File: config.mk
export PLATFORM = sky130hd
export DESIGN_NAME = lsu
export DESIGN_NICKNAME = d
export VERILOG_FILES = /design/src/rtl/lsu_pkg.sv /design/src/rtl/lsu_align.sv /design/src/rtl/lsu.sv
export SDC_FILE = /design/constraint.sdc
export NUM_CORES = 1
export LEC_CHECK = 0
export BUFFER_PORTS_ARGS = -buffer_cell sky130_fd_sc_hd__clkbuf_2
export CORE_MARGIN = 2
export CORE_UTILIZATION = 40
export DETAILED_ROUTE_END_ITERATION = 10
export PLACE_DENSITY = 0.65
export SYNTH_ARGS = -nofsm -noshare
export SYNTH_HDL_FRONTEND = slang
export SYNTH_HIERARCHICAL = 1
export SYNTH_SLANG_ARGS = --single-unit
File: constraint.sdc
create_clock -name clk_i -period 2.2 [get_ports clk_i]
set_input_delay 0.44 -clock clk_i [delete_from_list [all_inputs] [get_ports clk_i]]
set_output_delay 0.44 -clock clk_i [all_outputs]
set_load 0.01 [all_outputs]
File: src/rtl/lsu_pkg.sv
`default_nettype none
// ============================================================================
//  Module      : lsu_pkg
//  Description : Shared definitions for the load/store unit: register width,
//                RISC-V funct3 width codes, FSM state encoding and the
//                access-legality helper.
//  Revision    : 1.0 - initial release
// ============================================================================
package lsu_pkg;

    // Architectural register / bus width
    localparam int REG_BUS = 32;

    // RISC-V load/store width codes (funct3)
    localparam logic [2:0] C_F3_B  = 3'b000;
    localparam logic [2:0] C_F3_H  = 3'b001;
    localparam logic [2:0] C_F3_W  = 3'b010;
    localparam logic [2:0] C_F3_BU = 3'b100;
    localparam logic [2:0] C_F3_HU = 3'b101;

    // LSU control states
    typedef enum logic [2:0] {
        ST_IDLE = 3'd0,
        ST_REQ  = 3'd1,
        ST_WAIT = 3'd2,
        ST_DONE = 3'd3,
        ST_ERR  = 3'd4
    } state_t;

    // True when the op can never be issued to the bus: an undefined width code,
    // an unsigned width on a store, or an address not aligned to the width.
    function automatic logic op_is_bad(input logic       we,
                                       input logic [2:0] f3,
                                       input logic [1:0] addr_lo);
        logic bad;
        bad = 1'b0;
        case (f3)
            C_F3_B:  bad = 1'b0;
            C_F3_H:  bad = addr_lo[0];
            C_F3_W:  bad = |addr_lo;
            C_F3_BU: bad = we;
            C_F3_HU: bad = we | addr_lo[0];
            default: bad = 1'b1;
        endcase
        return bad;
    endfunction

endpackage : lsu_pkg
`default_nettype wire

File: src/rtl/lsu_align.sv
`default_nettype none
// ============================================================================
//  Module      : lsu_align
//  Description : Combinational data alignment for the LSU. Builds byte
//                enables and lane-replicated store data, and extracts plus
//                sign/zero-extends the addressed byte or half of a load word.
//  Revision    : 1.0 - initial release
// ============================================================================
module lsu_align
    import lsu_pkg::*;
(
    input  logic [2:0]         funct3_i,
    input  logic [1:0]         addr_lo_i,
    input  logic [REG_BUS-1:0] wdata_i,
    input  logic [REG_BUS-1:0] rdata_i,
    output logic [3:0]         be_o,
    output logic [REG_BUS-1:0] wdata_o,
    output logic [REG_BUS-1:0] rdata_o
);

    logic [7:0]  w_byte;
    logic [15:0] w_half;

    // Lane selection for loads; halves are aligned so only addr[1] matters
    assign w_byte = rdata_i[{addr_lo_i, 3'b000} +: 8];
    assign w_half = addr_lo_i[1] ? rdata_i[31:16] : rdata_i[15:0];

    // Byte enables and store lanes: narrow data is replicated so every lane carries it
    always_comb begin
        be_o    = 4'b1111;
        wdata_o = wdata_i;
        case (funct3_i)
            C_F3_B, C_F3_BU: begin
                be_o    = 4'b0001 << addr_lo_i;
                wdata_o = {4{wdata_i[7:0]}};
            end
            C_F3_H, C_F3_HU: begin
                be_o    = 4'b0011 << addr_lo_i;
                wdata_o = {2{wdata_i[15:0]}};
            end
            default: begin
                be_o    = 4'b1111;
                wdata_o = wdata_i;
            end
        endcase
    end

    // Load result extension according to the width code
    always_comb begin
        rdata_o = rdata_i;
        case (funct3_i)
            C_F3_B:  rdata_o = {{24{w_byte[7]}}, w_byte};
            C_F3_BU: rdata_o = {24'h000000, w_byte};
            C_F3_H:  rdata_o = {{16{w_half[15]}}, w_half};
            C_F3_HU: rdata_o = {16'h0000, w_half};
            default: rdata_o = rdata_i;
        endcase
    end

endmodule : lsu_align
`default_nettype wire

File: src/rtl/lsu.sv
`default_nettype none
// ============================================================================
//  Module      : lsu
//  Description : Single-outstanding load/store unit. Accepts one memory op
//                from execute, drives a req/gnt + rvalid bus, aligns data and
//                reports completion or bus error (misaligned, illegal width,
//                or grant/read-data timeout) with a one-cycle done pulse.
//  Revision    : 1.0 - initial release
// ============================================================================
module lsu
    import lsu_pkg::*;
#(
    parameter int TIMEOUT_CYC = 256
)
(
    input  logic               clk_i,
    input  logic               rst_i,
    input  logic               valid_i,
    output logic               ready_o,
    input  logic               we_i,
    input  logic [2:0]         funct3_i,
    input  logic [REG_BUS-1:0] addr_i,
    input  logic [REG_BUS-1:0] wdata_i,
    output logic               mem_req_o,
    input  logic               mem_gnt_i,
    output logic               mem_we_o,
    output logic [REG_BUS-1:0] mem_addr_o,
    output logic [3:0]         mem_be_o,
    output logic [REG_BUS-1:0] mem_wdata_o,
    input  logic               mem_rvalid_i,
    input  logic [REG_BUS-1:0] mem_rdata_i,
    output logic               done_o,
    output logic [REG_BUS-1:0] rdata_o,
    output logic               err_o,
    output logic               busy_o
);

    // Counter just wide enough to hold TIMEOUT_CYC; a zero timeout disables expiry
    localparam int               CNT_W      = (TIMEOUT_CYC > 0) ? $clog2(TIMEOUT_CYC + 1) : 1;
    localparam bit               C_TO_EN    = (TIMEOUT_CYC > 0);
    localparam logic [CNT_W-1:0] C_CNT_LAST = CNT_W'((TIMEOUT_CYC > 0) ? (TIMEOUT_CYC - 1) : 0);

    state_t             state_q, state_d;
    logic [CNT_W-1:0]   cnt_q, cnt_d;
    logic [REG_BUS-1:0] rdata_q, rdata_d;
    logic               we_q;
    logic [2:0]         funct3_q;
    logic [REG_BUS-1:0] addr_q;
    logic [REG_BUS-1:0] wdata_q;

    logic               w_capture;
    logic               w_timeout;
    logic [REG_BUS-1:0] w_load_ext;

    lsu_align u_align (
        .funct3_i  (funct3_q),
        .addr_lo_i (addr_q[1:0]),
        .wdata_i   (wdata_q),
        .rdata_i   (mem_rdata_i),
        .be_o      (mem_be_o),
        .wdata_o   (mem_wdata_o),
        .rdata_o   (w_load_ext)
    );

    // Bus fields come straight from the captured op so they stay stable during REQ
    assign mem_we_o   = we_q;
    assign mem_addr_o = {addr_q[REG_BUS-1:2], 2'b00};
    assign rdata_o    = rdata_q;
    assign busy_o     = (state_q != ST_IDLE);

    // The last count value is reached after TIMEOUT_CYC cycles in REQ or WAIT
    assign w_timeout  = C_TO_EN && (cnt_q == C_CNT_LAST);

    // Next-state, counter and handshake outputs
    always_comb begin
        state_d   = state_q;
        cnt_d     = cnt_q;
        rdata_d   = rdata_q;
        w_capture = 1'b0;
        ready_o   = 1'b0;
        mem_req_o = 1'b0;
        done_o    = 1'b0;
        err_o     = 1'b0;
        case (state_q)
            ST_IDLE: begin
                ready_o = 1'b1;
                if (valid_i) begin
                    w_capture = 1'b1;
                    rdata_d   = '0;
                    if (op_is_bad(we_i, funct3_i, addr_i[1:0])) begin
                        state_d = ST_ERR;
                    end else begin
                        state_d = ST_REQ;
                        cnt_d   = '0;
                    end
                end
            end
            ST_REQ: begin
                mem_req_o = 1'b1;
                if (mem_gnt_i) begin
                    state_d = we_q ? ST_DONE : ST_WAIT;
                    cnt_d   = '0;
                end else if (w_timeout) begin
                    state_d = ST_ERR;
                    rdata_d = '0;
                end else begin
                    cnt_d = cnt_q + 1'b1;
                end
            end
            ST_WAIT: begin
                // rvalid is only looked at here, so one coincident with gnt is dropped
                if (mem_rvalid_i) begin
                    state_d = ST_DONE;
                    rdata_d = w_load_ext;
                end else if (w_timeout) begin
                    state_d = ST_ERR;
                    rdata_d = '0;
                end else begin
                    cnt_d = cnt_q + 1'b1;
                end
            end
            ST_DONE: begin
                done_o  = 1'b1;
                state_d = ST_IDLE;
            end
            ST_ERR: begin
                done_o  = 1'b1;
                err_o   = 1'b1;
                state_d = ST_IDLE;
            end
            default: begin
                state_d = ST_IDLE;
            end
        endcase
    end

    // State, counter, result and captured-op registers
    always_ff @(posedge clk_i) begin
        if (rst_i) begin
            state_q  <= ST_IDLE;
            cnt_q    <= '0;
            rdata_q  <= '0;
            we_q     <= 1'b0;
            funct3_q <= 3'b000;
            addr_q   <= '0;
            wdata_q  <= '0;
        end else begin
            state_q <= state_d;
            cnt_q   <= cnt_d;
            rdata_q <= rdata_d;
            if (w_capture) begin
                we_q     <= we_i;
                funct3_q <= funct3_i;
                addr_q   <= addr_i;
                wdata_q  <= wdata_i;
            end
        end
    end

endmodule : lsu
`default_nettype wire

==> flow_summary.json <==
{
  "outcome": "completed",
  "r2r-end": "cnt_q[7]",
  "row_count": 43,
  "crit_chain": "or2_2, mux2_4, clkbuf_2",
  "grt_pass1_vias": 4890,
  "vdd_ir_drop_max_v": 0.000564,
  "fillers": 1422,
  "seq_area_frac_synth_pct": 38.7,
  "rsz0062_at_grt": "no",
  "area_growth_pct": 19.9,
  "cts_max_level": 3,
  "vias": 5344,
  "critPathBufInv": 1,
  "cts_hold_buf": 0,
  "finalNonFillerCells": 1036,
  "die_w_um": 124,
  "drc": 0,
  "wl_mm": 15.8,
  "dp_hpwl_mm": 11.1,
  "critPathTopFamily": "simple AND/OR/NAND/NOR gates",
  "cts_setup_buffers": 0,
  "dp_cells": 1020,
  "fmax_mhz": 487,
  "syn_area_per_cell_um2": 8.12,
  "cp.arrival_ns": 1.61,
  "worstMarginPinSlew_ns": 0.634,
  "drt-pass1-iter-count": 5,
  "async_flop_share_pct": 0,
  "coreArea_um2": 14000,
  "end_kind": "output pin",
  "finalSetupViolations": 0,
  "fin_ws_ns": 0.146,
  "finalNetCount": 957,
  "finClkSkew_ns": 0.0108,
  "cap_violations": 0,
  "reg2reg_slack_ns": 0.33,
  "syn_inst": 713,
  "crit_type": "flip-flop to output pin",
  "layout-drive-gt1-share_pct": 33.6,
  "cts_tree": "built",
  "dieArea_um2": 15500,
  "required_ns": 1.76,
  "cts_buffers": 9,
  "reg2reg_from": "state_q[1]",
  "hold_path.class": "input pin to flip-flop",
  "p_leak_uw": 0.00300,
  "cts_root_buf": "clkbuf_16",
  "relSlewSlack_pct": 57.7,
  "diodes": 0,
  "max_stage_delay_ns": 0.45,
  "grt_antenna_before_repair": 0,
  "grt-ovfl-total": 0,
  "wl_per_cell_um": 15.2,
  "clockBufferDepth": 2,
  "synth_edf_count": 0,
  "worst_hold_path.num_cells": 3,
  "ys_types": 52,
  "place_ws_ns": 0.0478,
  "synthesis.area_um2": 5790,
  "hold_viol_final": 0,
  "port_buffers": 208,
  "startpoint_type": "flip-flop",
  "ys.flop_type": "dfxtp_1",
  "setup_tns_ns": 0,
  "via_per_inst": 5.16,
  "yosys_warnings": 6,
  "clkSlewWorstSetupHoldPaths_ns": 0.07,
  "clock-sinks": 112,
  "critPathMaxFanout": 9,
  "place.gp.congestion": 0.848,
  "slowest_stage": "or2_2",
  "timing.final.crit_share_pct": 93.3,
  "grt_max_degree": 70,
  "crit_end": "mem_wdata_o[11]",
  "ios": 211,
  "finalCoreUtilization_pct": 49.6,
  "die_h_um": 124,
  "synth-seq-cells": 112,
  "worstSkewPairLatency_ns": 0.36,
  "ant_nets": 0,
  "cp-startpoint": "funct3_q[1]",
  "finalCriticalPeriod_ns": 2.05,
  "path_depth": 3,
  "ff2ff_path_depth": 5,
  "start_util_pct": 41.4,
  "drtIter0Drc": 354,
  "grt_pass1_wl_mm": 25.3,
  "p_per_area_nw_per_um2": 728,
  "grt_util_all_layers_pct": 19.9,
  "slew_violations": 0
}
[state kept, by name (all words and copies together) (netlist names)]
name	count
cnt_q	9
rdata_o	32
mem_we_o	1
addr_q	32
funct3_q	3
wdata_q	32
state_q	3
[routing by layer]
layer  GRT usage [%]  up-vias  wire [µm]
met5               0        -          0
met4            4.03        0         97
met3            5.67        9       1070
met2            31.2      180       7340
met1            27.5     2471       7290
li1                -     2684          -
[worst min-delay path: cells and delay by family]
family	cells	cell delay, ns
buffers and inverters	1	0.08
AO/OA/AOI/OAI	1	0.05
AND/OR/NAND/NOR	1	0.04
[through the flow]
| stage | hold slack [ns] | total power (µW) | instance area (µm²) |
|---|---|---|---|
| after CTS | 0.281 | 5110 | 6940 |
| after global routing | 0.293 | 5300 | 6940 |
| after global placement | 0.419 | 3300 | 6610 |
| after floorplan | 0.407 | 3010 | 5790 |
| after detailed placement | 0.431 | 3310 | 6610 |
| final | 0.298 | 5050 | 6940 |
[cell usage after synthesis, drive strengths merged (7+ instances only)]
cell type / n / share of area, %
mux2i: 16 / 2.8
dfxtp: 112 / 39
mux2: 19 / 4.2
nor2b: 28 / 3.3
o22ai: 17 / 2.9
o221ai: 8 / 1.6
nor2: 48 / 3.1
buf: 64 / 8.4
o21ai: 14 / 1.2
nand2: 163 / 11
a22oi: 33 / 4.5
clkbuf: 34 / 2.2
inv: 7 / 0.45
a21oi: 86 / 7.4
a221o: 8 / 1.4
[power by group]
group | total, µW | internal, µW | switching [µW]
logic | 1070 | 456 | 612
registers | 2190 | 2120 | 70.9
clock network | 1790 | 1010 | 777
[cell usage in the layout (no fill, tap or decap), drive strengths merged, types with 5 or more instances in the layout]
cell type / instances
a21oi: 86
a221o: 8
a22oi: 33
buf: 17
clkbuf: 216
dfxtp: 112
inv: 9
mux2: 19
mux2i: 16
nand2: 163
nand3: 5
nor2: 48
nor2b: 28
o21ai: 14
o221ai: 8
o22ai: 17
or2: 5
[kinds of logic (layout without fill, tap and decap cells)]
logic type | after synthesis | after routing | share of synthesized area [%]
adder cells (fa/ha/maj) | 1 | 1 | 0.216
XOR/XNOR | 1 | 1 | 0.151
AO/OA/AOI/OAI | 186 | 186 | 22.0
other | 1 | 2 | 0.0648
buffers and inverters | 105 | 247 | 11.1
flip-flops | 112 | 112 | 38.7
AND/OR/NAND/NOR | 272 | 272 | 20.7
multiplexers | 35 | 35 | 6.98
[worst min-delay path by stage]
| stage | startpoint | end |
|---|---|---|
| 3_3_place_gp | cnt_q[8] | cnt_q[8] |
| 2_1_floorplan | cnt_q[8] | cnt_q[8] |
| 4_1_cts | wdata_i[11] | wdata_q[11] |
| 5_1_grt | wdata_i[24] | wdata_q[24] |
| 3_5_place_dp | cnt_q[8] | cnt_q[8] |
| 6_report | wdata_i[20] | wdata_q[20] |
[repair_timing]
action	in CTS	in global routing
pin swaps	0	0
endpoints found under the setup margin	2	1
gates resized for setup	1	1
[cell type report]
class                   count  area, µm²  share of cell area [%]
multi-input cells         497       2910                    42.0
flip-flops and latches    112       2240                    32.3
repair buffers            224       1200                    17.4
clock buffers               9        225                    3.24
well taps                 180        225                    3.24
clock inverters             7        103                    1.48
inverters                   7       26.3                   0.379
Note: power is estimated with default switching activity, not from simulation.
